**src/rtl/mem_port_arbiter_pkg.sv**
```systemverilog
// Shared types for the CPU/host memory port arbiter: halt FSM encoding and port owner.
package mem_port_arbiter_pkg;

  typedef enum logic [1:0] {
    ST_RUN       = 2'd0,
    ST_HALT_PEND = 2'd1,
    ST_HALTED    = 2'd2
  } arb_state_e;

  typedef enum logic {
    OWN_CPU  = 1'b0,
    OWN_HOST = 1'b1
  } owner_e;

  localparam int WAIT_CNT_W = 4;

endpackage

```
**src/rtl/mem_port_arbiter_if.sv**
```systemverilog
// CPU, host and memory-side signals of the shared memory port, bundled for the arbiter.
interface mem_port_arbiter_if #(
  parameter int ADDR_W = 32,
  parameter int DATA_W = 32
);
  logic              cpu_rd;
  logic              cpu_wr;
  logic [ADDR_W-1:0] cpu_addr;
  logic [DATA_W-1:0] cpu_wdata;
  logic              cpu_fetch;
  logic              cpu_stall;
  logic              host_req;
  logic              host_we;
  logic [ADDR_W-1:0] host_addr;
  logic [DATA_W-1:0] host_wdata;
  logic              host_gnt;
  logic [DATA_W-1:0] host_rdata;
  logic              host_halt_req;
  logic              host_halt_ack;
  logic [ADDR_W-1:0] mem_addr;
  logic [DATA_W-1:0] mem_wdata;
  logic              mem_rd;
  logic              mem_wr;
  logic [DATA_W-1:0] mem_rdata;

  modport slave (
    input  cpu_rd, cpu_wr, cpu_addr, cpu_wdata, cpu_fetch,
    input  host_req, host_we, host_addr, host_wdata, host_halt_req,
    input  mem_rdata,
    output cpu_stall, host_gnt, host_rdata, host_halt_ack,
    output mem_addr, mem_wdata, mem_rd, mem_wr
  );

  modport master (
    output cpu_rd, cpu_wr, cpu_addr, cpu_wdata, cpu_fetch,
    output host_req, host_we, host_addr, host_wdata, host_halt_req,
    output mem_rdata,
    input  cpu_stall, host_gnt, host_rdata, host_halt_ack,
    input  mem_addr, mem_wdata, mem_rd, mem_wr
  );
endinterface

```
**src/rtl/mem_port_arbiter.sv**
```systemverilog
// Arbitrates the single instruction/data memory between the multicycle CPU and a host
// loader/debug port, with bounded host wait and a fetch-boundary halt handshake.
module mem_port_arbiter
  import mem_port_arbiter_pkg::*;
#(
  parameter int ADDR_W        = 32,
  parameter int DATA_W        = 32,
  parameter int HOST_MAX_WAIT = 4,
  parameter int STALL_CNT_W   = 16
) (
  input  logic                   clk,
  input  logic                   reset,
  mem_port_arbiter_if.slave      bus,
  output logic [STALL_CNT_W-1:0] stall_cnt
);

  localparam logic [WAIT_CNT_W-1:0] MAX_WAIT = WAIT_CNT_W'(HOST_MAX_WAIT);

  arb_state_e             state_q, state_d;
  logic [WAIT_CNT_W-1:0]  wait_cnt_q, wait_cnt_d;
  logic                   host_gnt_q, host_gnt_d;
  logic [DATA_W-1:0]      host_rdata_q, host_rdata_d;
  logic                   halt_ack_q, halt_ack_d;
  logic [STALL_CNT_W-1:0] stall_cnt_q, stall_cnt_d;

  owner_e            owner;
  logic              cpu_act;
  logic              host_ok;
  logic              cpu_stall;
  logic [ADDR_W-1:0] addr_mux;

  assign cpu_act = bus.cpu_rd | bus.cpu_wr;
  // The just-granted request is still high on the gnt cycle; this keeps it from being re-served.
  assign host_ok = bus.host_req & ~host_gnt_q;

  always_comb begin
    owner = OWN_CPU;
    if (host_ok) begin
      if (state_q == ST_HALTED)
        owner = OWN_HOST;
      else if (!cpu_act || wait_cnt_q == MAX_WAIT)
        owner = OWN_HOST;
    end
  end

  always_comb begin
    addr_mux      = bus.cpu_addr;
    bus.mem_wdata = bus.cpu_wdata;
    bus.mem_rd    = bus.cpu_rd & ~bus.cpu_wr;
    bus.mem_wr    = bus.cpu_wr;
    if (owner == OWN_HOST) begin
      addr_mux      = bus.host_addr;
      bus.mem_wdata = bus.host_wdata;
      bus.mem_rd    = ~bus.host_we;
      bus.mem_wr    = bus.host_we;
    end else if (state_q == ST_HALTED) begin
      bus.mem_rd = 1'b0;
      bus.mem_wr = 1'b0;
    end
  end

  assign bus.mem_addr = addr_mux;

  assign cpu_stall = (owner == OWN_HOST && cpu_act) || state_q == ST_HALTED ||
                     (state_q == ST_HALT_PEND && bus.cpu_fetch);

  always_comb begin
    state_d = state_q;
    unique case (state_q)
      ST_RUN:       if (bus.host_halt_req) state_d = ST_HALT_PEND;
      ST_HALT_PEND: begin
        if (!bus.host_halt_req)  state_d = ST_RUN;
        else if (bus.cpu_fetch)  state_d = ST_HALTED;
      end
      ST_HALTED:    if (!bus.host_halt_req) state_d = ST_RUN;
      default:      state_d = ST_RUN;
    endcase
  end

  always_comb begin
    wait_cnt_d = wait_cnt_q;
    if (owner == OWN_HOST || !bus.host_req)
      wait_cnt_d = '0;
    else if (host_ok && wait_cnt_q != MAX_WAIT)
      wait_cnt_d = wait_cnt_q + WAIT_CNT_W'(1);

    host_gnt_d   = (owner == OWN_HOST);
    host_rdata_d = host_rdata_q;
    if (owner == OWN_HOST && !bus.host_we)
      host_rdata_d = bus.mem_rdata;

    halt_ack_d  = (state_q == ST_HALTED);
    stall_cnt_d = stall_cnt_q;
    if (cpu_stall && !(&stall_cnt_q))
      stall_cnt_d = stall_cnt_q + STALL_CNT_W'(1);
  end

  always_ff @(posedge clk or negedge reset) begin
    if (!reset) begin
      state_q      <= ST_RUN;
      wait_cnt_q   <= '0;
      host_gnt_q   <= 1'b0;
      host_rdata_q <= '0;
      halt_ack_q   <= 1'b0;
      stall_cnt_q  <= '0;
    end else begin
      state_q      <= state_d;
      wait_cnt_q   <= wait_cnt_d;
      host_gnt_q   <= host_gnt_d;
      host_rdata_q <= host_rdata_d;
      halt_ack_q   <= halt_ack_d;
      stall_cnt_q  <= stall_cnt_d;
    end
  end

  assign bus.cpu_stall     = cpu_stall;
  assign bus.host_gnt      = host_gnt_q;
  assign bus.host_rdata    = host_rdata_q;
  assign bus.host_halt_ack = halt_ack_q;
  assign stall_cnt         = stall_cnt_q;

endmodule

```
**src/flat_wrapper.sv**
```systemverilog
// flat-port wrapper written by rule: the top's interface ports become plain ports
module mem_port_arbiter_flat import mem_port_arbiter_pkg::*;
#(
  parameter int ADDR_W        = 32,
  parameter int DATA_W        = 32,
  parameter int HOST_MAX_WAIT = 4,
  parameter int STALL_CNT_W   = 16
)
  (clk, reset, stall_cnt, bus_cpu_rd, bus_cpu_wr, bus_cpu_addr, bus_cpu_wdata, bus_cpu_fetch, bus_host_req, bus_host_we, bus_host_addr, bus_host_wdata, bus_host_halt_req, bus_mem_rdata, bus_cpu_stall, bus_host_gnt, bus_host_rdata, bus_host_halt_ack, bus_mem_addr, bus_mem_wdata, bus_mem_rd, bus_mem_wr);
  mem_port_arbiter_if #(.ADDR_W(ADDR_W), .DATA_W(DATA_W)) bus_i ();
  input  logic clk;
  input  logic reset;
  output logic [STALL_CNT_W-1:0] stall_cnt;
  input wire logic [$bits(bus_i.cpu_rd)-1:0] bus_cpu_rd;
  input wire logic [$bits(bus_i.cpu_wr)-1:0] bus_cpu_wr;
  input wire logic [$bits(bus_i.cpu_addr)-1:0] bus_cpu_addr;
  input wire logic [$bits(bus_i.cpu_wdata)-1:0] bus_cpu_wdata;
  input wire logic [$bits(bus_i.cpu_fetch)-1:0] bus_cpu_fetch;
  input wire logic [$bits(bus_i.host_req)-1:0] bus_host_req;
  input wire logic [$bits(bus_i.host_we)-1:0] bus_host_we;
  input wire logic [$bits(bus_i.host_addr)-1:0] bus_host_addr;
  input wire logic [$bits(bus_i.host_wdata)-1:0] bus_host_wdata;
  input wire logic [$bits(bus_i.host_halt_req)-1:0] bus_host_halt_req;
  input wire logic [$bits(bus_i.mem_rdata)-1:0] bus_mem_rdata;
  output wire logic [$bits(bus_i.cpu_stall)-1:0] bus_cpu_stall;
  output wire logic [$bits(bus_i.host_gnt)-1:0] bus_host_gnt;
  output wire logic [$bits(bus_i.host_rdata)-1:0] bus_host_rdata;
  output wire logic [$bits(bus_i.host_halt_ack)-1:0] bus_host_halt_ack;
  output wire logic [$bits(bus_i.mem_addr)-1:0] bus_mem_addr;
  output wire logic [$bits(bus_i.mem_wdata)-1:0] bus_mem_wdata;
  output wire logic [$bits(bus_i.mem_rd)-1:0] bus_mem_rd;
  output wire logic [$bits(bus_i.mem_wr)-1:0] bus_mem_wr;
  assign bus_i.cpu_rd = bus_cpu_rd;
  assign bus_i.cpu_wr = bus_cpu_wr;
  assign bus_i.cpu_addr = bus_cpu_addr;
  assign bus_i.cpu_wdata = bus_cpu_wdata;
  assign bus_i.cpu_fetch = bus_cpu_fetch;
  assign bus_i.host_req = bus_host_req;
  assign bus_i.host_we = bus_host_we;
  assign bus_i.host_addr = bus_host_addr;
  assign bus_i.host_wdata = bus_host_wdata;
  assign bus_i.host_halt_req = bus_host_halt_req;
  assign bus_i.mem_rdata = bus_mem_rdata;
  assign bus_cpu_stall = bus_i.cpu_stall;
  assign bus_host_gnt = bus_i.host_gnt;
  assign bus_host_rdata = bus_i.host_rdata;
  assign bus_host_halt_ack = bus_i.host_halt_ack;
  assign bus_mem_addr = bus_i.mem_addr;
  assign bus_mem_wdata = bus_i.mem_wdata;
  assign bus_mem_rd = bus_i.mem_rd;
  assign bus_mem_wr = bus_i.mem_wr;
  mem_port_arbiter #(.ADDR_W(ADDR_W), .DATA_W(DATA_W), .HOST_MAX_WAIT(HOST_MAX_WAIT), .STALL_CNT_W(STALL_CNT_W)) u_core (.clk(clk), .reset(reset), .bus(bus_i), .stall_cnt(stall_cnt));
endmodule
```
**config.mk**
```make
export PLATFORM = sky130hd
export DESIGN_NAME = mem_port_arbiter_flat
export DESIGN_NICKNAME = d
export VERILOG_FILES = /design/src/rtl/mem_port_arbiter_pkg.sv /design/src/rtl/mem_port_arbiter_if.sv /design/src/rtl/mem_port_arbiter.sv /design/src/flat_wrapper.sv
export SDC_FILE = /design/constraint.sdc
export NUM_CORES = 1
export LEC_CHECK = 0
export BUFFER_PORTS_ARGS = -buffer_cell sky130_fd_sc_hd__buf_2
export CELL_PAD_IN_SITES_DETAIL_PLACEMENT = 1
export CELL_PAD_IN_SITES_GLOBAL_PLACEMENT = 2
export CORE_ASPECT_RATIO = 1.25
export CORE_UTILIZATION = 18
export DETAILED_ROUTE_END_ITERATION = 8
export GPL_TIMING_DRIVEN = 0
export PLACE_DENSITY = 0.79
export SLEW_MARGIN = 20
export SYNTH_ARGS = -nofsm -noshare
export SYNTH_HDL_FRONTEND = slang
export SYNTH_SLANG_ARGS = --single-unit
```
**constraint.sdc**
```tcl
create_clock -name clk -period 2.3 [get_ports clk]
set_input_delay 0.575 -clock clk [delete_from_list [all_inputs] [get_ports clk]]
set_output_delay 0.575 -clock clk [all_outputs]
set_load 0.01 [all_outputs]
```
==> results of run 1 <==
[flip-flops by register name, summed over array words and instances (netlist names)]
register,count
u_core.bus.host_halt_ack,1
u_core.wait_cnt_q,4
u_core.stall_cnt,16
u_core.state_q,2
u_core.bus.host_gnt,1
u_core.bus.host_rdata,32
[cells by family (layout without fill, tap and decap cells)]
kind of cell    count (synthesis)  after routing
flops                          56             56
mux                            98             98
fa+ha+maj                       3              3
simple gates                   57             57
other cells                     0              1
xor+xnor                       13             13
compound gates                 16             16
buf+inv                        19            328
[through the flow]
stage | instance area (sq um) | setup TNS [ps] | total power, W | setup WS [ps] | utilization [%]
4_1_cts | 5540 | -26090 | 0.00395 | -451 | 31.6
6_report | 5860 | -26460 | 0.00398 | -446 | 33.5
2_1_floorplan | 3270 | -1020 | 0.00211 | -34.0 | -
3_5_place_dp | 4970 | -42400 | 0.00280 | -670 | 28.4
5_1_grt | 5860 | -32960 | 0.00422 | -534 | 33.5
3_3_place_gp | 4970 | -39570 | 0.00276 | -637 | 28.4
[area by class of cell]
type / instances / area, sq um / share of cell area (%)
Multi-Input combinational cell: 187 / 1910 / 32.6
Tap cell: 224 / 280 / 4.78
Inverter: 5 / 21.3 / 0.363
Clock buffer: 5 / 125 / 2.14
Buffer: 9 / 116 / 1.99
Clock inverter: 3 / 68.8 / 1.17
Sequential cell: 56 / 1400 / 23.9
Antenna cell: 1 / 2.50 / 0.0427
Timing Repair Buffer: 306 / 1940 / 33.0
[worst max-delay path: cells and delay by family, from the launching register on]
| family | cells | cell delay (ps) |
|---|---|---|
| adder cells (fa/ha/maj) | 1 | 150 |
| buffers and inverters | 5 | 630 |
| AO/OA/AOI/OAI | 1 | 250 |
| AND/OR/NAND/NOR | 1 | 140 |
| multiplexers | 1 | 310 |
| flip-flops | 1 | 400 |
[cell usage in the layout (no fill, tap or decap), drive strengths merged, types with 2 or more instances in the layout]
master / count
nand4: 4
nor3: 6
a21boi: 3
inv: 6
nand2: 10
ha: 3
xor2: 12
nand2b: 2
nor4: 6
bufinv: 2
a21oi: 4
or2: 2
clkbuf: 8
a31oi: 2
nor2: 6
and3: 2
nand3b: 4
dfrtp: 56
nand3: 7
nor4b: 3
mux2: 98
buf: 312
[where the power goes]
part,internal (W),total [W],switching [W]
Sequential,0.00123,0.00143,0.000198
Combinational,0.000832,0.00154,0.000711
Clock,0.000629,0.00100,0.000376
Total,0.00269,0.00398,0.00128
[synthesized netlist by cell type (2+ instances only)]
cell	number	area share (%)
sky130_fd_sc_hd__inv_1	5	0.58
sky130_fd_sc_hd__a21boi_0	3	0.70
sky130_fd_sc_hd__nor3_1	5	0.77
sky130_fd_sc_hd__nand2_1	10	1.2
sky130_fd_sc_hd__nor4_1	6	1.2
sky130_fd_sc_hd__a31oi_1	2	0.39
sky130_fd_sc_hd__and3_1	2	0.39
sky130_fd_sc_hd__mux2_2	98	34
sky130_fd_sc_hd__nand4_1	4	0.77
sky130_fd_sc_hd__nor4b_2	2	0.93
sky130_fd_sc_hd__buf_6	4	1.4
sky130_fd_sc_hd__nor2_1	6	0.70
sky130_fd_sc_hd__nand3_1	7	1.1
sky130_fd_sc_hd__a21oi_1	4	0.62
sky130_fd_sc_hd__xor2_1	12	3.3
sky130_fd_sc_hd__dfrtp_1	56	43
sky130_fd_sc_hd__nand3b_1	4	0.93
sky130_fd_sc_hd__ha_1	3	1.2
sky130_fd_sc_hd__buf_2	9	1.4
[worst max path at each step]
stage	end	cells after the start	start
after floorplan	bus_mem_addr[25]	5	bus_cpu_wr
after global placement	bus_mem_wdata[11]	7	bus_cpu_wr
after detailed placement	bus_mem_addr[29]	7	bus_cpu_wr
after CTS	bus_mem_wdata[14]	8	u_core.wait_cnt_q[0]
after global routing	bus_mem_wdata[17]	9	u_core.wait_cnt_q[1]
final	bus_mem_wdata[23]	9	u_core.wait_cnt_q[1]
[per-layer routing]
layer / routed length (microns) / GRT usage, % / vias up / share of wire (%)
li1: - / - / 1568 / -
met1: 5770 / 17.7 / 1619 / 36
met2: 8030 / 28.5 / 196 / 50
met3: 1980 / 7.11 / 28 / 12
met4: 318 / 4.38 / 10 / 2.0
met5: 53 / 0 / - / 0.33
[repair_timing]
action	4_1_cts	5_1_grt
endpoints found under the setup margin	67	69
gates cloned	1	3
gates resized for setup	59	59
buffers inserted	15	3
pin swaps	3	1
==> results by stage, run 1 <==
Worst setup path:
- The endpoint identified for the worst register-to-register timing path is u_core.stall_cnt[1].
- The worst setup path is of the flop to output port kind.
- The critical path's largest stage delay is 400 ps.
- The slowest stage of the critical path belongs to the cell sky130_fd_sc_hd__dfrtp_1.
- The logic depth of the worst register-to-register path is 9.
- The cell type with the highest occurrence count on the critical path is sky130_fd_sc_hd__buf_12.
- The critical path endpoint category is an output port.
- The signal on the critical path passes through inv_1 > ha_2 > nand3b_1 > a31oi_4 > buf_12 > buf_12 > clkbuf_16 > mux2_4 > buf_6.
- The critical path required time is 1730 ps.
- The worst register-to-register path has a setup slack of around 80 ps.
- At the worst endpoint, the arrival time is 2170 ps.
- The startpoint identified for the worst register-to-register timing path is u_core.wait_cnt_q[1].
- The maximum fanout count along the critical path is 6.
- STA classifies the critical path startpoint as a flop.

Synthesis:
- The post-synthesis compound-gate area fraction is under 10%.
- The synthesized netlist occupies a cell area of 3230 sq um.
- The number of warnings issued by yosys is 0.
- For this run, asynchronously set or reset flops after synthesis account for 100%.
- In this run, synthesis inferred 0 flip-flops with an integrated enable.
- In the synthesized netlist the dominant register cell turns out to be sky130_fd_sc_hd__dfrtp_1.
- Counting flops and latches in the post-synthesis netlist gives 56.
- The average cell area after synthesis is between 10 and 15 sq um.
- The combinational family with the most area after synthesis is multiplexers.
- The synthesized netlist devotes between 3 and 4% of its cell area to XOR and XNOR gates.
- Measured against the total synthesized area, the mux share comes to 34.2%.
- The sequential-to-total area share from yosys stat is 43.4%.
- When the netlist entered floorplanning its net count stood at around 430.
- Summing the areas of all fa, ha and maj instances in the mapped netlist gives between 1 and 1.5% of the synthesized area.
- The netlist uses 39 different library cells.
- The area share of and/or/nand/nor cells after synthesis is between 10% and 20%.
- The cell count after synthesis came out at between 200 and 300.

Clocking:
- In this run, post-CTS hold repair placed 0 buffers.
- The number of buffers on the longest clock path is 2.
- Clock-pin slew was measured on the worst setup and hold paths at roughly 80 ps.
- The clock tree from TritonCTS is yes.
- Clock tree synthesis selected as its root buffer the cell sky130_fd_sc_hd__clkbuf_16.
- For this design, the sink count on the clock tree is 56.
- TritonCTS created 5 clock buffers.
- The CTS H-tree depth is 2.
- The clock latency reported for the late side of the worst-skew pair is around 290 ps.

Layout:
- The filler cells instantiated in the layout total a little over 2000.
- The layout overhead on the synthesized area is 81.3%.
- The proportion of layout cells with a drive suffix above 1 is between 70% and 80%.
- The finished layout holds 796 standard cells, fillers aside.
- The total number of nets in the final design is between 700 and 800.

Floorplan:
- The floorplan has 54 rows.
- Measured along the y axis, the die boundary spans between 150 and 200 microns.
- The die covers 18500 sq um.
- The floorplan step defined a core boundary enclosing approximately 17000 sq um.
- The effective utilization at floorplan is approximately 18%.
- The die is 122 microns wide.
- The total I/O pin count is between 200 and 300.

Timing:
- The final number of max-transition violations was 0.
- Setup violations remaining at the end of the flow were counted as 67.
- Setup repair after global routing could not meet its margin everywhere.
- The clock period minus worst slack is approximately 2700 ps.
- The fmax is approximately 360 MHz.
- For the pin with the worst max-slew slack, the measured transition is 743 ps.
- The final worst hold slack is approximately 340 ps.
- Once routing completed, OpenROAD measured the worst setup slack at -446 ps.
- The post-route clock period utilization is 119%.
- Measured against its own limit, the worst slew margin works out to 50.5%.
- Between clock sinks in the finished design, the worst skew comes to between 8 and 9 ps.
- The hold violation count in the final report is 0.

Placement:
- Routability-driven placement finished with a final weighted congestion of 0.818.
- During placement, the flow inserted port buffers numbering approximately 280.
- Detailed placement finished with a half-perimeter wire length of around 13 mm.
- The number of placed instances, taps included, is 770.

Job:
- Across the run, the number of max-cap violations was 0.

Drt:
- The total routed wirelength is around 16 mm.
- The final route contains roughly 3400 vias.
- After detailed routing, the number of vias per cell comes to 4.30.
- The number of nets with antenna violations after detailed routing is 0.
- The first TritonRoute pass finished after 4 iterations.
- In the final routed layout, each cell accounts on average for 20.3 microns.
- The count of unresolved DRC violations after routing is 0.
- In this run, the number of DRC markers left after iteration 0 of detailed routing was 28.

Global routing:
- The wire length of the first global-routing pass is around 22 mm.
- The number of antenna violations at the first check in global routing is 7.
- The pin count of the biggest net entering global routing is 57.
- The total grt overflow is 0.
- The total routing usage reported by global routing is about 16%.
- The via count of the first global-routing pass is 3646.

Status:
- The flow ran to the end, but the final reports show violations.
- The final reports fail on negative setup slack.

Pwr:
- The power per cell area is around 680 nW/um^2.
- The worst-case vdd ir drop is 455 uV.
- In this run the static leakage power is 2.89 nW.

Min path:
- The path class of the tightest hold or removal check is input port to async pin.
Power figures use the tool's default switching activity.
==> run 2: changes to the inputs <==
--- a/config.mk
+++ b/config.mk
@@ -5,14 +5,15 @@
 export SDC_FILE = /design/constraint.sdc
 export NUM_CORES = 1
 export LEC_CHECK = 0
-export BUFFER_PORTS_ARGS = -buffer_cell sky130_fd_sc_hd__buf_2
 export CELL_PAD_IN_SITES_DETAIL_PLACEMENT = 1
 export CELL_PAD_IN_SITES_GLOBAL_PLACEMENT = 2
-export CORE_ASPECT_RATIO = 1.25
-export CORE_UTILIZATION = 18
+export CORE_AREA = 2 2 112 114
 export DETAILED_ROUTE_END_ITERATION = 8
+export DIE_AREA = 0 0 114 116
+export DONT_BUFFER_PORTS = 1
 export GPL_TIMING_DRIVEN = 0
-export PLACE_DENSITY = 0.79
+export MAX_ROUTING_LAYER = met4
+export PLACE_DENSITY = 0.71
 export SLEW_MARGIN = 20
 export SYNTH_ARGS = -nofsm -noshare
 export SYNTH_HDL_FRONTEND = slang
==> run 2 against run 1 <==
  * The flow still finishes with violations (negative setup slack)
  * Sequential cell count unchanged
  * Clock-buffer cell count unchanged
  * Wire length down 26%
  * Critical path depth down 1
  * Global-route usage down 0.31 points
  * Cell count down 45%
  * Worst setup slack better by 110 ps
  * Critical path type unchanged
==> results by stage, run 2 (synthesis results as in run 1) <==
Worst setup path:
- The critical path's largest stage delay is 400 ps.
- At the worst endpoint, the arrival time is 2060 ps.
- The signal on the critical path passes through inv_2 > ha_4 > nand3b_1 > a31oi_4 > buf_12 > clkbuf_16 > clkbuf_16 > mux2_4.
- The cell with the largest stage delay on the worst path is sky130_fd_sc_hd__dfrtp_1.
- The critical path endpoint category is an output port.
- By instance count, the cell type seen most on the critical path is sky130_fd_sc_hd__clkbuf_16.
- For the worst setup path, the data required time is around 1700 ps.
- The startpoint-to-endpoint class of the critical path is flop to output port.
- Of all nets on the critical path, the largest fanout is 5.
- The critical path launch point type is a flop.

Clocking:
- The TritonCTS buffer count is 5.
- The clock reaches the later pin of the worst-skew pair after approximately 290 ps.
- The number of buffers on the longest clock path is 2.
- TritonCTS built the clock tree.
- The CTS H-tree depth is 2.
- The number of sinks driven by the clock tree is 56.
- Clock-pin slew was measured on the worst setup and hold paths at around 80 ps.
- The cell sitting at the root of the clock tree is a sky130_fd_sc_hd__clkbuf_16.

Drt:
- The first TritonRoute pass finished after 4 iterations.
- The total routed wirelength is between 10 and 15 mm.
- The routed via count is roughly 2300.
- In the routed design, unresolved DRC markers number 0.
- The average detailed-routed wire length per instance is between 20 and 30 microns.
- The detailed-route vias per instance is 5.31.
- The number of nets with antenna violations after detailed routing is 0.
- The DRC marker count from the first detailed-route iteration is 65.

Pwr:
- The clock network fraction of total power is 23.4%.
- The switching power is 0.00112 W.
- Power spread over the standard cell area amounts to roughly 760 nW/um^2.
- The worst-case IR drop observed on VDD is 434 uV.
- The part of the total power dissipated in sequential elements is about half.
- Combinational logic is responsible for 27.2% of the overall power.
- The leakage power of the design is between 1.5 and 2 nW.
- The cell-internal power is approximately 0.0021 W.
- The switching portion of total power is 34.4%.

Layout:
- The register with the most flip-flops in the layout has 32 of them.
- The top cell types in the final layout, fill and taps aside, are sky130_fd_sc_hd__mux2_4, sky130_fd_sc_hd__dfrtp_1, sky130_fd_sc_hd__mux2_2, sky130_fd_sc_hd__xor2_1, sky130_fd_sc_hd__clkbuf_16.
- The library cell used most frequently in the layout, excluding fill and tap cells, is sky130_fd_sc_hd__mux2_4.
- The number of antenna diodes in the final layout is 0.
- The proportion of layout cells with a drive suffix above 1 is a little over half.
- The total number of nets in the final design is ~460.
- The layout overhead on the synthesized area is 33.1%.

Global routing:
- The number of antenna violations at the first check in global routing was 0.
- Global routing used 16.0% of the available tracks across all layers.
- The via count of the first global-routing pass is about 2400.
- The wire length of the first global-routing pass is 15.1 mm.
- The pin count of the biggest net entering global routing is 57.
- Global routing finished with a remaining overflow of 0.

Timing:
- The worst path in the final design needs a cycle of 2630 ps, including I/O delays and setup.
- The worst setup margin is -334 ps.
- In the finished design, the share of the clock period the worst path needs comes to 115%.
- In this run the tightest slew margin relative to its limit is 75.8%.
- Setup repair after global routing could not meet its margin everywhere.
- The post-route clock skew is just over 10 ps.
- The fmax is 380 MHz.
- At the pin with the least slew margin, the transition time is about 360 ps.
- The tightest hold path in the finished design has a slack of around 130 ps.
- The hold violation count in the final report is 0.
- The final number of max-transition violations is 0.
- Setup violations remaining at the end of the flow were counted as between 60 and 70.

Floorplan:
- The total I/O pin count is approximately 290.
- Row generation in the floorplan step produced 40 rows.
- The core area is about 12000 sq um.
- For this configuration, the core starts out at a cell density of roughly 27%.
- The die footprint is 13200 sq um.
- The die span in y is around 120 microns.
- Measured along the x axis, the die boundary spans between 100 and 150 microns.

Placement:
- The placement-stage worst setup slack is -501 ps.
- The HPWL after detailed placement is 9.21 mm.
- The routability congestion estimate from global placement is between 0.7 and 0.8.
- Input and output buffers added on the ports amount to 0.

Status:
- The flow ran to the end, but the final reports show violations.
- The checks that failed: negative setup slack.

Min path:
- The path type of the worst min-delay path is input port to async pin.

Job:
- Across the run, the number of max-cap violations was 0.
==> run 2: cell count changes in the layout (fill, tap and decap cells not counted), sizes merged <==
cell	previous run	this run
diode	1	0
clkinvlp	0	2
bufinv	2	0
buf	312	29
clkinv	0	1
inv	6	5
clkbuf	8	11
==> run 2: through the flow <==
| step | TNS, ps | cell area, sq um | total power [W] | cells | utilization [%] |
|---|---|---|---|---|---|
| 2_1_floorplan | -1020 | 3270 | 0.00211 | 262 | - |
| 3_3_place_gp | -26300 | 3450 | 0.00230 | 409 | 29.0 |
| 3_5_place_dp | -26510 | 3450 | 0.00233 | 409 | 29.0 |
| 4_1_cts | -19980 | 4050 | 0.00324 | 431 | 34.0 |
| 5_1_grt | -26040 | 4300 | 0.00344 | 438 | 36.1 |
| 6_report | -19750 | 4300 | 0.00326 | 438 | 36.1 |
==> run 2: routing by layer <==
| metal | track usage, % | share of wire (%) | vias to the layer above |
|---|---|---|---|
| met1 | 17.5 | 36 | 1193 |
| met5 | - | 0 | - |
| met3 | 3.66 | 7.0 | 4 |
| met4 | 1.22 | 0.14 | 0 |
| li1 | - | - | 1009 |
| met2 | 30.6 | 57 | 121 |
==> run 2: power groups by stage <==
stage	Clock (W)	Sequential (W)	Combinational, W
6_report	0.000761	0.00161	0.000886
5_1_grt	0.000831	0.00165	0.000961
4_1_cts	0.000791	0.00162	0.000837
3_5_place_dp	0	0.00163	0.000692
3_3_place_gp	0	0.00163	0.000670
2_1_floorplan	0	0.00154	0.000563
==> run 2: critical path, delay by kind of cell, from the launching register on <==
kind	cells	cell delay (ps)
AO/OA/AOI/OAI	1	250
multiplexers	1	330
AND/OR/NAND/NOR	1	160
flip-flops	1	400
buffers and inverters	4	510
adder cells (fa/ha/maj)	1	110
==> run 2: timing repair <==
action,CTS,global route
pin swaps,3,3
setup buffers,13,2
gates cloned,1,6
hold endpoints to repair,56,0
setup endpoints to repair,67,68
gates resized for setup,81,22
hold buffers,1,0
==> run 2: final timing paths <==
check                           slack, ps            startpoint              endpoint  cells after the start
worst max register to register        120  u_core.wait_cnt_q[0]   u_core.stall_cnt[1]                      8
worst max-delay path                 -330  u_core.wait_cnt_q[0]      bus_mem_addr[26]                      8
worst min-delay path                  130                 reset  u_core.stall_cnt[10]                      1
worst min register to register        460     u_core.state_q[1]     u_core.state_q[0]                      1
min in group clk                      380         bus_cpu_fetch     u_core.state_q[0]                      1
max in group asynchronous            1890                 reset   u_core.bus.host_gnt                      1
==> run 2: area by class of cell <==
cell class                      instances  area (sq um)
Clock inverter                          3          21.3
Fill cell                            1252          7610
Clock buffer                            5           125
Multi-Input combinational cell        187          2010
Buffer                                 12           171
Timing Repair Buffer                   23           367
Tap cell                              147           184
Inverter                                5          22.5
Sequential cell                        56          1400
==> run 3: changes to the inputs <==
--- a/config.mk
+++ b/config.mk
@@ -5,15 +5,16 @@
 export SDC_FILE = /design/constraint.sdc
 export NUM_CORES = 1
 export LEC_CHECK = 0
+export ABC_AREA = 1
 export CELL_PAD_IN_SITES_DETAIL_PLACEMENT = 1
 export CELL_PAD_IN_SITES_GLOBAL_PLACEMENT = 2
-export CORE_AREA = 2 2 112 114
+export CORE_ASPECT_RATIO = 1.25
+export CORE_UTILIZATION = 26
 export DETAILED_ROUTE_END_ITERATION = 8
-export DIE_AREA = 0 0 114 116
 export DONT_BUFFER_PORTS = 1
 export GPL_TIMING_DRIVEN = 0
 export MAX_ROUTING_LAYER = met4
-export PLACE_DENSITY = 0.71
+export PLACE_DENSITY = 0.79
 export SLEW_MARGIN = 20
 export SYNTH_ARGS = -nofsm -noshare
 export SYNTH_HDL_FRONTEND = slang
==> run 3 against run 2 <==
  * The run now ends clean
  * Largest cell class unchanged
  * Register-to-register slack better by 310 ps
  * Clock-buffer cell count increased by 3
  * Sequential share of layout area shrank 2.7 points
  * Sequential cell count unchanged
  * Sequential power about the same
  * Largest power group unchanged
  * Global-route usage increased by 5.4 points
  * Total power rose by 8.8%
  * Highest routed layer unchanged
  * Hold slack lost 7.9 ps
  * Clock skew down 2.3 ps
==> results by stage, run 3 <==
Status:
- The flow ran to the end, and the final reports show no timing, DRC or antenna violations.

Synthesis:
- When the netlist entered floorplanning its net count stood at between 700 and 800.
- After synthesis, the largest area contributor takes up about two fifths of total cell area.
- The number of warnings issued by yosys is 0.
- For this run, asynchronously set or reset flops after synthesis account for between 90% and 100%.
- Sequential elements use between 40% and 50% of the synthesized area.
- The mapped netlist covers 3490 sq um.
- Synthesis handed over a netlist of about 540 instances.
- By count the netlist is led by sky130_fd_sc_hd__nand2_1, sky130_fd_sc_hd__dfrtp_1, sky130_fd_sc_hd__o21ai_0.
- The dominant synthesized flop cell is sky130_fd_sc_hd__dfrtp_1.
- The average cell area after synthesis is around 6.5 sq um.
- In this run, distinct cell masters in the synthesized netlist total 25.
- The leading cell type by number of instances after synthesis is sky130_fd_sc_hd__nand2_1.
- The number of synthesized register bits is 56.
- Of all cell types, the one taking the most synthesized area is sky130_fd_sc_hd__dfrtp_1.
- After synthesis, the cell types taking the most area are sky130_fd_sc_hd__dfrtp_1, sky130_fd_sc_hd__nand2_1, sky130_fd_sc_hd__o21ai_0.
- The number of enable-type register cells in the synthesized netlist is 0.

Layout:
- The post-route netlist has 29.9% of its cells at a drive strength greater than 1.
- 0 antenna diodes ended up in the layout.
- The register with the most flip-flops in the layout has 32 of them.
- Leaving out fill and tap cells, the most frequent cells in the layout are sky130_fd_sc_hd__nand2_1, sky130_fd_sc_hd__nand2_2, sky130_fd_sc_hd__dfrtp_1, sky130_fd_sc_hd__o21ai_0, sky130_fd_sc_hd__nand3_1.
- The number of filler instances in the final layout is roughly 1600.
- The layout overhead on the synthesized area is 34.0%.
- The most common library cell in the layout ignoring fill and taps is sky130_fd_sc_hd__nand2_1.
- The final layout contains about 740 nets.

Timing:
- Setup repair after global routing could not meet its margin everywhere.
- The smallest clock period supported by the final layout is computed as around 2300 ps.
- Static timing analysis puts the maximum clock frequency at roughly 440 MHz.
- The post-route setup TNS is 0 ps.
- The worst pin sits at a relative slew slack of between 60% and 70%.
- The post-route clock skew is 7.79 ps.
- The final number of max-transition violations is 0.
- The hold violation count in the final report is 0.
- The number of setup violations in the final report is 0.
- The post-route clock period utilization is between 90% and 100%.
- The final worst hold slack is 124 ps.
- At the pin with the least slew margin, the transition time is between 500 and 600 ps.

Drt:
- The average detailed-routed wire length per instance is about 21 microns.
- The final layout contains routed wiring with a total length of around 15 mm.
- The detailed-route vias per instance is 5.00.
- The first routing iteration left roughly 160 violations.
- The routed via count is roughly 3700.
- The number of nets with antenna violations after detailed routing is 0.
- For this run, the detailed router's first-pass iteration total came to 4.
- The count of unresolved DRC violations after routing is 0.

Pwr:
- Net switching is 39.5% of the power.
- In this run the static leakage power is between 2 and 2.5 nW.
- The clock network fraction of total power is a little over a fifth.
- In this run the power spent charging and discharging nets is about 0.0014 W.
- Of the total power, combinational logic draws between 30% and 40%.
- Power spread over the standard cell area amounts to 758 nW/um^2.
- The cell-internal power is around 0.0021 W.
- Across the VDD grid, the largest voltage drop is approximately 470 uV.
- The part of the total power dissipated in sequential elements is approximately 45%.

Floorplan:
- The die footprint is approximately 14000 sq um.
- The effective utilization at floorplan is a little over a quarter.
- The region available for standard cell placement spans ~13000 sq um.
- In this run the count of I/O pins placed on the die edge is between 200 and 300.
- The die span in y is 132 microns.
- The floorplan has between 40 and 50 rows.
- From left edge to right edge, the die measures 106 microns.

Global routing:
- The first global-routing pass estimated ~22 mm of wire.
- The global-route track usage on met3 is between 10% and 20%.
- The busiest layer in global routing is met2.
- The via count of the first global-routing pass is around 3800.
- The number of antenna violations at the first check in global routing is 0.
- The global routing usage on met2 is around 37%.
- The met1 layer usage reported by global route is 21.2%.
- The total grt overflow is 0.
- The total routing usage reported by global routing is between 20% and 30%.
- Entering global routing, the biggest net connects between 50 and 60 pins.

Worst setup path:
- The launching instance or port of the critical path is u_core.wait_cnt_q[0].
- The worst setup path is of the flop to output port kind.
- For the worst setup path, the data arrival time is 1720 ps.
- In this run the worst path has a maximum fanout of 5.
- STA classifies the critical path endpoint as an output port.
- STA classifies the critical path startpoint as a flop.
- The critical path required time is between 1500 and 2000 ps.
- In this run the critical register-to-register path is launched from u_core.stall_cnt[0].

Clocking:
- The clock root buffer is sky130_fd_sc_hd__clkbuf_16.
- Clock tree synthesis inserted a total of 5 buffers.
- The number of sinks driven by the clock tree is 56.
- The number of buffers on the longest clock path is 2.
- The clock tree from TritonCTS is yes.
- After clock tree synthesis, the clock-pin slew on the worst setup and hold paths is 70 ps.
- CTS built an H-tree with a depth of 2.
- At the later pin of the worst-skew pair, clock insertion delay measures 290 ps.

Placement:
- The routability congestion estimate from global placement is around 0.84.
- Summed over all nets, the half-perimeter wirelength after detailed placement is about 12 mm.
- During placement, the flow inserted port buffers numbering 0.

Min path:
- The worst hold path belongs to the class input port to async pin.

Job:
- The number of max-capacitance violations reported is 0.
## run 3: stage by stage
| step | cell area [sq um] | setup slack, ps | power [W] | cells | utilization, % |
|---|---|---|---|---|---|
| floorplan | 3490 | 254 | 0.00211 | 541 | - |
| global placement | 3700 | -130 | 0.00237 | 709 | 28.7 |
| detailed placement | 3700 | -134 | 0.00243 | 709 | 28.7 |
| CTS | 4170 | -4.02 | 0.00340 | 726 | 32.3 |
| global route | 4680 | -78.5 | 0.00378 | 737 | 36.3 |
| finish | 4680 | 6.31 | 0.00355 | 737 | 36.3 |
## run 3: layout make-up
class,count,area [sq um],share of cell area (%)
clock buffer,8,146,3.13
buffer,27,272,5.81
timing repair buffer,20,280,5.99
sequential,56,1400,30.0
multi-input combinational,436,2280,48.7
tap,168,210,4.49
inverter,22,90.1,1.93
## run 3: worst max-delay path, stage by stage, from the launching register on
cell and delay (ps):
sky130_fd_sc_hd__dfrtp_1 400, sky130_fd_sc_hd__inv_2 100, sky130_fd_sc_hd__ha_4 150, sky130_fd_sc_hd__nand3_4 70, sky130_fd_sc_hd__nand3_4 100, sky130_fd_sc_hd__nand2_8 90
sky130_fd_sc_hd__inv_8 80, sky130_fd_sc_hd__buf_12 130, sky130_fd_sc_hd__clkbuf_16 140, sky130_fd_sc_hd__nand2_1 60, sky130_fd_sc_hd__nand2_2 90
## run 3: logic make-up (layout without fill, tap and decap cells)
family / Yosys count / count (layout) / synth area share, %
and+or+nand+nor: 384 / 384 / 44.2
adders and majority gates: 3 / 3 / 1.08
DFF: 56 / 56 / 40.2
AOI/OAI and AO/OA: 40 / 40 / 5.77
buffers and inverters: 49 / 77 / 6.53
xor gates and xnor gates: 9 / 9 / 2.26
## run 3: what timing repair did
action / 4_1_cts / 5_1_grt
gates cloned: 2 / 6
gates resized for setup: 82 / 99
hold endpoints to repair: 56 / 0
buffers inserted: 6 / 5
setup endpoints to repair: 67 / 67
hold buffers: 1 / 0
pin swaps: 7 / 30
## run 3: power groups by stage
stage | Clock (W) | Combinational [W] | Sequential (W)
5_1_grt | 0.000838 | 0.00132 | 0.00163
3_3_place_gp | 0 | 0.000767 | 0.00160
3_5_place_dp | 0 | 0.000811 | 0.00162
4_1_cts | 0.000807 | 0.000998 | 0.00160
6_report | 0.000775 | 0.00117 | 0.00160
2_1_floorplan | 0 | 0.000604 | 0.00151
## run 3: worst paths after layout
check	slack, ps	end	cells after the start
worst max-delay path	6	bus_mem_addr[27]	10
worst min-delay path	120	u_core.stall_cnt[10]	1
worst max register to register	430	u_core.stall_cnt[8]	8
worst min register to register	540	u_core.state_q[0]	3
max in group asynchronous	1890	u_core.bus.host_rdata[1]	1
min in group clk	400	u_core.bus.host_rdata[25]	2
## run 3: metal layers
metal	part of all wire, %	routed length [microns]	vias up
li1	-	-	1728
met1	35	5330	1767
met2	50	7630	169
met3	12	1890	18
met4	2.4	359	0
met5	0	0	-
